$ cat src/rtl/exe_pkg.sv
// Shared encodings for the RV32IM execute stage: op codes, branch and operand
// select codes, and the multiply/divide FSM state type.
package exe_pkg;

    localparam logic [4:0] OP_ADD    = 5'd0;
    localparam logic [4:0] OP_SUB    = 5'd1;
    localparam logic [4:0] OP_SLL    = 5'd2;
    localparam logic [4:0] OP_SLT    = 5'd3;
    localparam logic [4:0] OP_SLTU   = 5'd4;
    localparam logic [4:0] OP_XOR    = 5'd5;
    localparam logic [4:0] OP_SRL    = 5'd6;
    localparam logic [4:0] OP_SRA    = 5'd7;
    localparam logic [4:0] OP_OR     = 5'd8;
    localparam logic [4:0] OP_AND    = 5'd9;
    localparam logic [4:0] OP_MUL    = 5'd16;
    localparam logic [4:0] OP_MULH   = 5'd17;
    localparam logic [4:0] OP_MULHSU = 5'd18;
    localparam logic [4:0] OP_MULHU  = 5'd19;
    localparam logic [4:0] OP_DIV    = 5'd20;
    localparam logic [4:0] OP_DIVU   = 5'd21;
    localparam logic [4:0] OP_REM    = 5'd22;
    localparam logic [4:0] OP_REMU   = 5'd23;

    // Multiply/divide function code as seen by the iterative unit (op[2:0]).
    localparam logic [2:0] MD_MUL    = 3'd0;
    localparam logic [2:0] MD_MULH   = 3'd1;
    localparam logic [2:0] MD_MULHSU = 3'd2;
    localparam logic [2:0] MD_MULHU  = 3'd3;
    localparam logic [2:0] MD_DIV    = 3'd4;
    localparam logic [2:0] MD_DIVU   = 3'd5;
    localparam logic [2:0] MD_REM    = 3'd6;
    localparam logic [2:0] MD_REMU   = 3'd7;

    localparam logic [2:0] BR_NONE   = 3'd0;
    localparam logic [2:0] BR_BEQ    = 3'd1;
    localparam logic [2:0] BR_BNE    = 3'd2;
    localparam logic [2:0] BR_BLT    = 3'd3;
    localparam logic [2:0] BR_BGE    = 3'd4;
    localparam logic [2:0] BR_BLTU   = 3'd5;
    localparam logic [2:0] BR_BGEU   = 3'd6;
    localparam logic [2:0] BR_NONE7  = 3'd7;

    localparam logic [1:0] ASEL_RD1  = 2'b00;
    localparam logic [1:0] ASEL_ZERO = 2'b01;
    localparam logic [1:0] ASEL_PC   = 2'b10;

    localparam logic [1:0] BSEL_RD2  = 2'b00;
    localparam logic [1:0] BSEL_SHM  = 2'b01;
    localparam logic [1:0] BSEL_IMM  = 2'b10;
    localparam logic [1:0] BSEL_FOUR = 2'b11;

    typedef enum logic [1:0] {
        IDLE = 2'd0,
        CALC = 2'd1,
        FIN  = 2'd2
    } state_e;

    function automatic logic is_muldiv(input logic [4:0] op);
        return (op[4:3] == 2'b10);
    endfunction

endpackage

$ cat src/rtl/exe_stage_if.sv
// Operand/result bundle between register-read, the execute stage and writeback.
interface exe_stage_if #(
    parameter int WIDTH = 32
);
    logic             in_valid;
    logic             in_ready;
    logic [WIDTH-1:0] pc;
    logic [WIDTH-1:0] rd1;
    logic [WIDTH-1:0] rd2;
    logic [WIDTH-1:0] imm;
    logic [1:0]       alua_sel;
    logic [1:0]       alub_sel;
    logic [4:0]       op;
    logic [2:0]       branch_cntr;
    logic             out_valid;
    logic             out_ready;
    logic [WIDTH-1:0] result;
    logic             pcbranch;
    logic [WIDTH-1:0] branch_target;
    logic             busy;

    modport master (
        output in_valid, pc, rd1, rd2, imm, alua_sel, alub_sel, op, branch_cntr, out_ready,
        input  in_ready, out_valid, result, pcbranch, branch_target, busy
    );

    modport slave (
        input  in_valid, pc, rd1, rd2, imm, alua_sel, alub_sel, op, branch_cntr, out_ready,
        output in_ready, out_valid, result, pcbranch, branch_target, busy
    );
endinterface

$ cat src/rtl/exe_muldiv.sv
// Iterative multiply/divide unit: sign-magnitude conversion, one shift-add or
// restoring-subtract step per cycle, then sign fix-up and result selection.
module exe_muldiv
    import exe_pkg::*;
#(
    parameter int WIDTH = 32,
    parameter int CNT_W = $clog2(WIDTH + 1)
) (
    input  logic             clk,
    input  logic             rst,
    input  logic             kill,
    input  logic             start,
    input  logic [2:0]       fn,
    input  logic [WIDTH-1:0] a,
    input  logic [WIDTH-1:0] b,
    output logic             busy,
    output logic             done,
    output logic [WIDTH-1:0] res
);
    state_e             state_r, state_s;
    logic [CNT_W-1:0]   cnt_r;
    logic [2*WIDTH-1:0] prod_r;
    logic [WIDTH-1:0]   opnd_r;
    logic [WIDTH-1:0]   a_r;
    logic [2:0]         fn_r;
    logic               neg_r;
    logic               div_zero_r;

    logic               sa_s, sb_s, neg_s;
    logic [WIDTH-1:0]   mag_a_s, mag_b_s;
    logic [WIDTH:0]     mul_sum_s;
    logic [WIDTH+1:0]   div_trial_s;
    logic [2*WIDTH-1:0] step_s, prod_fix_s;
    logic [WIDTH-1:0]   quot_fix_s, rem_fix_s, res_s;

    // Operand signedness and magnitudes captured at start.
    always_comb begin
        sa_s = 1'b0;
        sb_s = 1'b0;
        case (fn)
            MD_MUL, MD_MULH, MD_DIV, MD_REM: begin
                sa_s = a[WIDTH-1];
                sb_s = b[WIDTH-1];
            end
            MD_MULHSU: begin
                sa_s = a[WIDTH-1];
                sb_s = 1'b0;
            end
            default: begin
                sa_s = 1'b0;
                sb_s = 1'b0;
            end
        endcase
        if (sa_s) begin
            mag_a_s = -a;
        end else begin
            mag_a_s = a;
        end
        if (sb_s) begin
            mag_b_s = -b;
        end else begin
            mag_b_s = b;
        end
        // A remainder takes the dividend's sign; everything else the XOR.
        if (fn[2] && fn[1]) begin
            neg_s = sa_s;
        end else begin
            neg_s = sa_s ^ sb_s;
        end
    end

    // One iteration: shift-add for multiply, restoring subtract for divide.
    always_comb begin
        mul_sum_s   = {1'b0, prod_r[2*WIDTH-1:WIDTH]}
                    + (prod_r[0] ? {1'b0, opnd_r} : {(WIDTH+1){1'b0}});
        div_trial_s = {1'b0, prod_r[2*WIDTH-1:WIDTH-1]} - {2'b00, opnd_r};
        if (fn_r[2]) begin
            if (!div_trial_s[WIDTH+1]) begin
                step_s = {div_trial_s[WIDTH-1:0], prod_r[WIDTH-2:0], 1'b1};
            end else begin
                step_s = {prod_r[2*WIDTH-2:WIDTH-1], prod_r[WIDTH-2:0], 1'b0};
            end
        end else begin
            step_s = {mul_sum_s, prod_r[WIDTH-1:1]};
        end
    end

    // Sign correction and selection of the requested half / quotient / remainder.
    always_comb begin
        prod_fix_s = neg_r ? -prod_r : prod_r;
        quot_fix_s = neg_r ? -prod_r[WIDTH-1:0] : prod_r[WIDTH-1:0];
        rem_fix_s  = neg_r ? -prod_r[2*WIDTH-1:WIDTH] : prod_r[2*WIDTH-1:WIDTH];
        case (fn_r)
            MD_MUL:                        res_s = prod_fix_s[WIDTH-1:0];
            MD_MULH, MD_MULHSU, MD_MULHU:  res_s = prod_fix_s[2*WIDTH-1:WIDTH];
            MD_DIV, MD_DIVU:               res_s = div_zero_r ? {WIDTH{1'b1}} : quot_fix_s;
            MD_REM, MD_REMU:               res_s = div_zero_r ? a_r : rem_fix_s;
            default:                       res_s = {WIDTH{1'b0}};
        endcase
    end

    // FSM next state; kill returns to IDLE from anywhere.
    always_comb begin
        state_s = state_r;
        if (kill) begin
            state_s = IDLE;
        end else begin
            case (state_r)
                IDLE:    state_s = start ? CALC : IDLE;
                CALC:    state_s = (cnt_r == {CNT_W{1'b0}}) ? FIN : CALC;
                FIN:     state_s = IDLE;
                default: state_s = IDLE;
            endcase
        end
    end

    // FSM state register.
    always_ff @(posedge clk) begin
        if (rst) begin
            state_r <= IDLE;
        end else begin
            state_r <= state_s;
        end
    end

    // Datapath registers: load on start, step while the counter runs.
    always_ff @(posedge clk) begin
        if (rst) begin
            cnt_r      <= {CNT_W{1'b0}};
            prod_r     <= {(2*WIDTH){1'b0}};
            opnd_r     <= {WIDTH{1'b0}};
            a_r        <= {WIDTH{1'b0}};
            fn_r       <= 3'd0;
            neg_r      <= 1'b0;
            div_zero_r <= 1'b0;
        end else if (state_r == IDLE && start && !kill) begin
            cnt_r      <= CNT_W'(WIDTH);
            prod_r     <= {{WIDTH{1'b0}}, mag_a_s};
            opnd_r     <= mag_b_s;
            a_r        <= a;
            fn_r       <= fn;
            neg_r      <= neg_s;
            div_zero_r <= (b == {WIDTH{1'b0}});
        end else if (state_r == CALC && cnt_r != {CNT_W{1'b0}}) begin
            prod_r <= step_s;
            cnt_r  <= cnt_r - {{(CNT_W-1){1'b0}}, 1'b1};
        end
    end

    assign busy = (state_r != IDLE);
    assign done = (state_r == FIN);
    assign res  = res_s;

endmodule

$ cat src/rtl/exe_stage.sv
// Execute stage: operand muxes, single-cycle ALU, branch resolution and the
// registered output handshake; multiply/divide is delegated to exe_muldiv.
module exe_stage
    import exe_pkg::*;
#(
    parameter int WIDTH = 32,
    parameter int CNT_W = $clog2(WIDTH + 1)
) (
    input  logic        clk,
    input  logic        rst,
    input  logic        kill,
    exe_stage_if.slave  bus
);
    localparam int               SH_W       = $clog2(WIDTH);
    localparam logic [WIDTH-1:0] SH_MASK    = WIDTH'(WIDTH - 1);
    localparam logic [WIDTH-1:0] CONST_FOUR = WIDTH'(4);

    logic [WIDTH-1:0] a_s, b_s, alu_s, bt_s, md_res_s;
    logic [SH_W-1:0]  shamt_s;
    logic             branch_s, in_ready_s, accept_s, md_start_s, md_busy_s, md_done_s;

    logic             out_valid_r;
    logic [WIDTH-1:0] result_r;
    logic             pcbranch_r;
    logic [WIDTH-1:0] branch_target_r;

    // Operand selection.
    always_comb begin
        case (bus.alua_sel)
            ASEL_ZERO: a_s = {WIDTH{1'b0}};
            ASEL_PC:   a_s = bus.pc;
            default:   a_s = bus.rd1;
        endcase
        case (bus.alub_sel)
            BSEL_RD2:  b_s = bus.rd2;
            BSEL_SHM:  b_s = bus.rd2 & SH_MASK;
            BSEL_IMM:  b_s = bus.imm;
            BSEL_FOUR: b_s = CONST_FOUR;
            default:   b_s = bus.rd2;
        endcase
        shamt_s = b_s[SH_W-1:0];
        bt_s    = bus.pc + bus.imm;
    end

    // Single-cycle ALU; unused op codes yield zero.
    always_comb begin
        case (bus.op)
            OP_ADD:  alu_s = a_s + b_s;
            OP_SUB:  alu_s = a_s - b_s;
            OP_SLL:  alu_s = a_s << shamt_s;
            OP_SLT:  alu_s = {{(WIDTH-1){1'b0}}, ($signed(a_s) < $signed(b_s))};
            OP_SLTU: alu_s = {{(WIDTH-1){1'b0}}, (a_s < b_s)};
            OP_XOR:  alu_s = a_s ^ b_s;
            OP_SRL:  alu_s = a_s >> shamt_s;
            OP_SRA:  alu_s = $unsigned($signed(a_s) >>> shamt_s);
            OP_OR:   alu_s = a_s | b_s;
            OP_AND:  alu_s = a_s & b_s;
            default: alu_s = {WIDTH{1'b0}};
        endcase
    end

    // Branch compare works on the raw register values, not the muxed operands.
    always_comb begin
        case (bus.branch_cntr)
            BR_BEQ:  branch_s = (bus.rd1 == bus.rd2);
            BR_BNE:  branch_s = (bus.rd1 != bus.rd2);
            BR_BLT:  branch_s = ($signed(bus.rd1) < $signed(bus.rd2));
            BR_BGE:  branch_s = ($signed(bus.rd1) >= $signed(bus.rd2));
            BR_BLTU: branch_s = (bus.rd1 < bus.rd2);
            BR_BGEU: branch_s = (bus.rd1 >= bus.rd2);
            default: branch_s = 1'b0;
        endcase
    end

    assign in_ready_s = !rst && !md_busy_s && (!out_valid_r || bus.out_ready);
    assign accept_s   = bus.in_valid && in_ready_s && !kill;
    assign md_start_s = accept_s && is_muldiv(bus.op);

    exe_muldiv #(
        .WIDTH (WIDTH),
        .CNT_W (CNT_W)
    ) u_muldiv (
        .clk   (clk),
        .rst   (rst),
        .kill  (kill),
        .start (md_start_s),
        .fn    (bus.op[2:0]),
        .a     (a_s),
        .b     (b_s),
        .busy  (md_busy_s),
        .done  (md_done_s),
        .res   (md_res_s)
    );

    // Output registers: rst, then kill, then completion/accept, then transfer.
    always_ff @(posedge clk) begin
        if (rst) begin
            out_valid_r     <= 1'b0;
            result_r        <= {WIDTH{1'b0}};
            pcbranch_r      <= 1'b0;
            branch_target_r <= {WIDTH{1'b0}};
        end else if (kill) begin
            out_valid_r <= 1'b0;
        end else if (md_done_s) begin
            result_r    <= md_res_s;
            pcbranch_r  <= 1'b0;
            out_valid_r <= 1'b1;
        end else if (accept_s && !is_muldiv(bus.op)) begin
            result_r        <= alu_s;
            pcbranch_r      <= branch_s;
            branch_target_r <= bt_s;
            out_valid_r     <= 1'b1;
        end else if (accept_s) begin
            // Multi-cycle op: any previous result transfers this edge.
            pcbranch_r      <= 1'b0;
            branch_target_r <= bt_s;
            out_valid_r     <= 1'b0;
        end else if (out_valid_r && bus.out_ready) begin
            out_valid_r <= 1'b0;
        end
    end

    assign bus.in_ready      = in_ready_s;
    assign bus.out_valid     = out_valid_r;
    assign bus.result        = result_r;
    assign bus.pcbranch      = pcbranch_r;
    assign bus.branch_target = branch_target_r;
    assign bus.busy          = md_busy_s;

endmodule

$ cat src/flat_wrapper.sv
// flat-port wrapper written by rule: the top's interface ports become plain ports
module exe_stage_flat import exe_pkg::*;
#(
    parameter int WIDTH = 32,
    parameter int CNT_W = $clog2(WIDTH + 1)
)
  (clk, rst, kill, bus_in_valid, bus_pc, bus_rd1, bus_rd2, bus_imm, bus_alua_sel, bus_alub_sel, bus_op, bus_branch_cntr, bus_out_ready, bus_in_ready, bus_out_valid, bus_result, bus_pcbranch, bus_branch_target, bus_busy);
  exe_stage_if #(.WIDTH(WIDTH)) bus_i ();
  input  logic clk;
  input  logic rst;
  input  logic kill;
  input wire logic [$bits(bus_i.in_valid)-1:0] bus_in_valid;
  input wire logic [$bits(bus_i.pc)-1:0] bus_pc;
  input wire logic [$bits(bus_i.rd1)-1:0] bus_rd1;
  input wire logic [$bits(bus_i.rd2)-1:0] bus_rd2;
  input wire logic [$bits(bus_i.imm)-1:0] bus_imm;
  input wire logic [$bits(bus_i.alua_sel)-1:0] bus_alua_sel;
  input wire logic [$bits(bus_i.alub_sel)-1:0] bus_alub_sel;
  input wire logic [$bits(bus_i.op)-1:0] bus_op;
  input wire logic [$bits(bus_i.branch_cntr)-1:0] bus_branch_cntr;
  input wire logic [$bits(bus_i.out_ready)-1:0] bus_out_ready;
  output wire logic [$bits(bus_i.in_ready)-1:0] bus_in_ready;
  output wire logic [$bits(bus_i.out_valid)-1:0] bus_out_valid;
  output wire logic [$bits(bus_i.result)-1:0] bus_result;
  output wire logic [$bits(bus_i.pcbranch)-1:0] bus_pcbranch;
  output wire logic [$bits(bus_i.branch_target)-1:0] bus_branch_target;
  output wire logic [$bits(bus_i.busy)-1:0] bus_busy;
  assign bus_i.in_valid = bus_in_valid;
  assign bus_i.pc = bus_pc;
  assign bus_i.rd1 = bus_rd1;
  assign bus_i.rd2 = bus_rd2;
  assign bus_i.imm = bus_imm;
  assign bus_i.alua_sel = bus_alua_sel;
  assign bus_i.alub_sel = bus_alub_sel;
  assign bus_i.op = bus_op;
  assign bus_i.branch_cntr = bus_branch_cntr;
  assign bus_i.out_ready = bus_out_ready;
  assign bus_in_ready = bus_i.in_ready;
  assign bus_out_valid = bus_i.out_valid;
  assign bus_result = bus_i.result;
  assign bus_pcbranch = bus_i.pcbranch;
  assign bus_branch_target = bus_i.branch_target;
  assign bus_busy = bus_i.busy;
  exe_stage #(.WIDTH(WIDTH), .CNT_W(CNT_W)) u_core (.clk(clk), .rst(rst), .kill(kill), .bus(bus_i));
endmodule
$ cat config.mk
export PLATFORM = sky130hd
export DESIGN_NAME = exe_stage_flat
export DESIGN_NICKNAME = d
export VERILOG_FILES = /design/src/rtl/exe_pkg.sv /design/src/rtl/exe_stage_if.sv /design/src/rtl/exe_muldiv.sv /design/src/rtl/exe_stage.sv /design/src/flat_wrapper.sv
export SDC_FILE = /design/constraint.sdc
export NUM_CORES = 2
export LEC_CHECK = 0
export ABC_AREA = 1
export BUFFER_PORTS_ARGS = -buffer_cell sky130_fd_sc_hd__buf_2
export CORE_MARGIN = 2
export CORE_UTILIZATION = 65
export DETAILED_ROUTE_END_ITERATION = 8
export GPL_TIMING_DRIVEN = 0
export PLACE_DENSITY = 0.9
export SYNTH_ARGS = -nofsm -noshare
export SYNTH_HDL_FRONTEND = slang
export SYNTH_HIERARCHICAL = 1
export SYNTH_SLANG_ARGS = --single-unit
export TNS_END_PERCENT = 5
$ cat constraint.sdc
create_clock -name clk -period 7.81 [get_ports clk]
set_input_delay 1.1715 -clock clk [delete_from_list [all_inputs] [get_ports clk]]
set_output_delay 1.1715 -clock clk [all_outputs]
set_load 0.05 [all_outputs]
==> metrics.md, run 1 <==
| Metric | Value |
|---|---|
| Seq/Total Area, Yosys | 12.5% |
| Asr flop ratio synth | 0% |
| CTS Buffer Depth | 3 |
| Post-Synth Simple-Gate Area | approximately 45% |
| Adder-Cell Fraction of Synth Area | 9.02% |
| Initial Utilization | 66.0% |
| Mapped Area | 33200 µm² |
| TritonCTS buffer count | 27 |
| Unique masters post-synth | 69 |
| Log Error | [ERROR GRT-0116] Global routing finished with congestion. Check the congestion regions in the DRC Viewer. |
| Die span in y | 230 µm |
| GRT Util Overall | 66.7% |
| Clock tree root driver cell | clkbuf_16 |
| Vias in the first global route | 46000 |
| Die Width | 230 µm |
| Pre-CTS WS | 2210 ps |
| DPL Wire Length | 134 mm |
| Mux contribution to synthesized area | 0% |
| Number of top-level pins | roughly 210 |
| Clk sinks | 207 |
| Cts repair resizes | 0 |
| Hold-fix buffers, CTS | 0 |
| Grt ovf | 138 |
| Placement Rows | 82 |
| Status | aborted with a tool error |
| XOR/XNOR share of the synthesized area | 2.40% |
| Post CTS Setup Buffer Count | 0 |
| Prevailing post-synth register cell | dfxtp_1 |
| Synth Warn # | 6 |
| Fail Step | 5_1_grt |
| Synth Register Bits | 207 |
| Largest net degree at the start of global routing | 15 |
| CTS HTree Levels | 1 |
| Largest family of logic cells by synthesized area | simple AND/OR/NAND/NOR gates |
| Post-Synthesis Cells | 6178 |
| Number of flops mapped to enable cells by yosys | 0 |
| Final GP Congestion | 1.38 |
| Mapped Nets | 6559 |
| # port buffers | 211 |
| Complex-gate fraction of the synthesized area | between 10% and 20% |
| First-pass GRT wire length | 274 mm |
| Area after DPL | around 35000 µm² |
| Syn_area_per_cell | 5.37 µm² |
-- metrics by stage --
| stage | std cells | util (%) |
|---|---|---|
| floorplan | 6178 | - |
| global placement | 7061 | 69.8 |
| detailed placement | 7061 | 69.8 |
| CTS | 7110 | 71.7 |
-- cell families after synthesis --
logic type,count (synthesis)
AOI/OAI and AO/OA,1019
DFF,207
xor gates and xnor gates,91
and+or+nand+nor,3457
buffers and inverters,1168
adders and majority gates,236
-- Yosys cell counts, types with 12 or more instances --
library cell / number / area [µm²]
ha_1: 231 / 2890
o21ai_1: 32 / 160
buf_1: 21 / 78.8
nand4_1: 111 / 694
o21ai_0: 355 / 1780
buf_4: 12 / 90.1
a211oi_1: 13 / 97.6
buf_6: 15 / 169
nor2_2: 16 / 100
nand3_1: 737 / 3690
inv_1: 898 / 3370
a21oi_1: 380 / 1900
xor2_1: 63 / 552
o22ai_1: 61 / 382
dfxtp_1: 207 / 4140
nor2_1: 558 / 2090
clkbuf_1: 115 / 432
o211ai_1: 49 / 368
nand3b_1: 35 / 263
buf_2: 76 / 380
a31oi_1: 20 / 125
nand2_2: 24 / 150
o221ai_1: 13 / 114
o21bai_1: 24 / 180
inv_2: 22 / 82.6
nand2_1: 1846 / 6930
a21o_1: 15 / 113
nor3_1: 67 / 335
xnor2_1: 28 / 245
-- layer usage --
layer,overflow,global-route usage (%)
met1,0,69.6
met2,66,83.0
met3,3,50.9
met4,69,60.9
met5,0,16.9
==> inputs of run 2 (changes only) <==
--- a/config.mk
+++ b/config.mk
@@ -8,10 +8,10 @@
 export ABC_AREA = 1
 export BUFFER_PORTS_ARGS = -buffer_cell sky130_fd_sc_hd__buf_2
 export CORE_MARGIN = 2
-export CORE_UTILIZATION = 65
+export CORE_UTILIZATION = 40
 export DETAILED_ROUTE_END_ITERATION = 8
 export GPL_TIMING_DRIVEN = 0
-export PLACE_DENSITY = 0.9
+export PLACE_DENSITY_LB_ADDON = 0.15
 export SYNTH_ARGS = -nofsm -noshare
 export SYNTH_HDL_FRONTEND = slang
 export SYNTH_HIERARCHICAL = 1
==> run 2 against run 1 <==
Area after synthesis is the same. The flow now finishes, with violations (max-capacitance violations, max-slew violations). Synthesized cell count is the same.
==> metrics.md, run 2 <==
| Metric | Value |
|---|---|
| Status | finished with violations |
| Violated checks | max-capacitance violations, max-slew violations |
| Max Freq | 0.168 GHz |
| Number of flops mapped to enable cells by yosys | 0 (unchanged) |
| Max FFs per register | 64 |
| Critical path's slowest cell | o22ai_1 |
| Pleak | 19.6 nW |
| Post CTS Setup Buffer Count | 0 (unchanged) |
| Unique masters post-synth | 69 (unchanged) |
| TNS Setup | 0 ps |
| Hold-fix buffers, CTS | 0 (unchanged) |
| Final Cycle Share | 76.2% |
| First-pass GRT wire length | 291 mm |
| TritonCTS buffer count | 27 (unchanged) |
| Worst Path Class, Setup | primary input to flop |
| Initial Utilization | 40.4% (-26 points) |
| WP buf/inv | 6 |
| # port buffers | 211 (unchanged) |
| Final slew viol count | 18 |
| Post-synth top cells | nand2_1, inv_1, nand3_1, nor2_1, a21oi_1 |
| Worst slew pin tran | 1550 ps |
| Final GP Congestion | 1.15 (-16%) |
| Post-Synthesis Cells | 6178 (unchanged) |
| Synth Warn # | 6 (unchanged) |
| Clk sinks | 207 (unchanged) |
| Final Hold Violating Endpoints | 0 |
| Number of top-level pins | 213 (unchanged) |
| Post-DR wirelength/cell | around 28 µm |
| Reg2reg start | u_core/u_muldiv/prod_r[32]$_SDFFE_PP0P_ |
| DPL Wire Length | 176 mm (+32%) |
| Grt ovf | 0 |
| Asr flop ratio synth | 0% (unchanged) |
| Antenna violations before repair | 7 |
| Startpoint class of the critical path | primary input |
| Cts repair resizes | 0 (unchanged) |
| PwrDens | approximately 130 nW/µm² |
| DR pass1 iterations | 8 |
| Layout net count | roughly 6800 |
| Mapped Area | 33200 µm² (unchanged) |
| Unrepaired setup endpoints after global routing | no |
| Final min period | 5950 ps |
| Setup-failing EPs final | 0 |
| Slew HR | -3.62% |
| Clock tree root driver cell | clkbuf_16 |
| Crit. End Element | flop |
| Layout area overhead | 10.1% |
| Cell taking the most area after synthesis | nand2_1 |
| Die span in y | 292 µm (+27%) |
| Number of max-cap violations | 3 |
| Critical path depth | 21 |
| Die area | 85200 µm² |
| Drt via density | 6.05 |
| Commonest non-fill, non-tap cell in the layout | nand2_1 |
| Max stage delay on crit path | 1200 ps |
| Filler Cells Inserted | 9479 |
| Peak VDD IR | 0.181 mV |
| Prevailing post-synth register cell | dfxtp_1 |
| Crit path launch | bus_alub_sel[1] |
| DR iter-0 viols | 6724 |
| Placed insts | 7461 (+5.7%) |
| Drt drc | 0 |
| Critical Path RT | 8230 ps |
| Largest cells by area after synthesis | nand2_1, dfxtp_1, nand3_1 |
| Seq/Total Area, Yosys | 12.5% (unchanged) |
| HP Class | flop to flop |
| Post-route antenna net violation count | 0 |
| Mapped Nets | 6559 (unchanged) |
| Cell family with most CP delay | compound AO/OA/AOI/OAI gates |
| Core box area | 82100 µm² |
| Clock skew | 28.4 ps |
| Synth top area share | 20.9% (unchanged) |
| Worst Path Max Fanout | 10 |
| Largest net degree at the start of global routing | 15 |
| Cells along the critical path | buf_6 > nor2_1 > clkinv_1 > clkbuf_1 > o22ai_1 > inv_1 > ha_1 > buf_2 > inv_1 > nand2_1 > nand2_1 > nand2_1 > nand2_1 > a21oi_1 > nor2_1 > nor2_1 > nand3_1 > nand3_1 > nand2_1 > o21ai_1 > a21oi_1 |
| Reg clk slew, reported paths | ~60 ps |
| Share of cells above drive strength 1 | between 7 and 8% |
| Die Width | 292 µm (+27%) |
| Top-count cell post-synth | nand2_1 |
| Via count | 45400 |
| R2r worst-path depth | 15 |
| CP arrival | roughly 6400 ps |
| CTS tree | built |
| Reg2reg end | u_core/bus.result[30]$_SDFFE_PP0P_ |
| Syn_area_per_cell | 5.37 µm² (unchanged) |
| R2R setup slack | 4070 ps |
| Post-Route WL | 209 mm |
| Worst skew pair latency | a little under 600 ps |
| CTS HTree Levels | 1 (unchanged) |
| Non-filler cells, final | 7515 |
| Vias in the first global route | around 41000 |
| Synth Register Bits | 207 (unchanged) |
| Most common cell on crit path | nand2_1 |
| Placement Rows | 105 (+28%) |
| Crit path to | u_core/bus.result[29]$_SDFFE_PP0P_ |
| GRT Util Overall | a little under half |
| Largest register by flop count | u_core/u_muldiv/prod_r |
| CTS Buffer Depth | 3 (unchanged) |
| Most frequent cells in the layout | nand2_1, inv_1, nand3_1, nor2_1, a21oi_1 |
run 2: cell type report:
| cell class | instances | area [µm²] | share of cell area (%) |
|---|---|---|---|
| multi-input cells | 4803 | 24400 | 66.8 |
| flip-flops and latches | 207 | 4140 | 11.3 |
| inverters | 926 | 3490 | 9.56 |
| well taps | 1070 | 1340 | 3.67 |
| plain buffers | 242 | 1180 | 3.23 |
| repair buffers | 213 | 1070 | 2.94 |
| clock buffers | 39 | 821 | 2.25 |
| clock inverters | 8 | 76.3 | 0.209 |
| diodes | 7 | 17.5 | 0.0480 |
run 2: layer usage:
layer	GRT usage (%)	vias up	part of all wire, %
met5	0	-	0.013
met4	29.5	4	7.6
met3	14.7	619	14
met2	67.6	3293	39
met1	60.6	20900	39
li1	-	20600	-
run 2: worst min-delay path by stage:
stage | start | to | slack [ps] | cells after the start
global placement | u_core/u_muldiv/cnt_r[0]$_SDFFE_PP0P_ | u_core/u_muldiv/cnt_r[0]$_SDFFE_PP0P_ | 450 | 2
global route | u_core/u_muldiv/cnt_r[0]$_SDFFE_PP0P_ | u_core/u_muldiv/cnt_r[0]$_SDFFE_PP0P_ | 480 | 2
finish | u_core/u_muldiv/a_r[11]$_SDFFE_PP0P_ | u_core/u_muldiv/a_r[11]$_SDFFE_PP0P_ | 470 | 2
CTS | u_core/u_muldiv/a_r[11]$_SDFFE_PP0P_ | u_core/u_muldiv/a_r[11]$_SDFFE_PP0P_ | 470 | 2
detailed placement | u_core/u_muldiv/a_r[13]$_SDFFE_PP0P_ | u_core/u_muldiv/a_r[13]$_SDFFE_PP0P_ | 450 | 1
floorplan | u_core/u_muldiv/a_r[1]$_SDFFE_PP0P_ | u_core/u_muldiv/a_r[1]$_SDFFE_PP0P_ | 430 | 2
run 2: cell families (layout without fill, tap and decap cells):
| group | Yosys count | in the layout | share of synthesized area [%] |
|---|---|---|---|
| compound gates | 1019 | 1019 | 17.3 |
| xor+xnor | 91 | 91 | 2.40 |
| fa+ha+maj | 236 | 236 | 9.02 |
| buf+inv | 1168 | 1428 | 14.1 |
| flops | 207 | 207 | 12.5 |
| other cells | 0 | 7 | 0 |
| simple gates | 3457 | 3457 | 44.8 |
run 2: through the flow:
stage	setup WS [ps]	instance area (µm²)	util, %	power [mW]	hold slack [ps]
2_1_floorplan	3890	33200	-	2.43	429
3_3_place_gp	1290	35600	43.3	3.26	455
3_5_place_dp	1670	35600	43.4	3.26	455
4_1_cts	2250	36500	44.5	4.56	469
5_1_grt	1820	36500	44.5	4.84	479
6_report	1860	36500	44.5	4.68	470
run 2: power breakdown:
group | switching (mW) | internal [mW]
combinational | 1.73 | 0.557
sequential | 0.0175 | 1.08
clock | 0.545 | 0.757
total | 2.29 | 2.39
run 2: worst min-delay path, stage by stage, from the launching register on:
cell	delay (ps)
dfxtp_1	310
nand2_1	60
a21oi_1	50
Note: power is estimated with default switching activity, not from simulation.
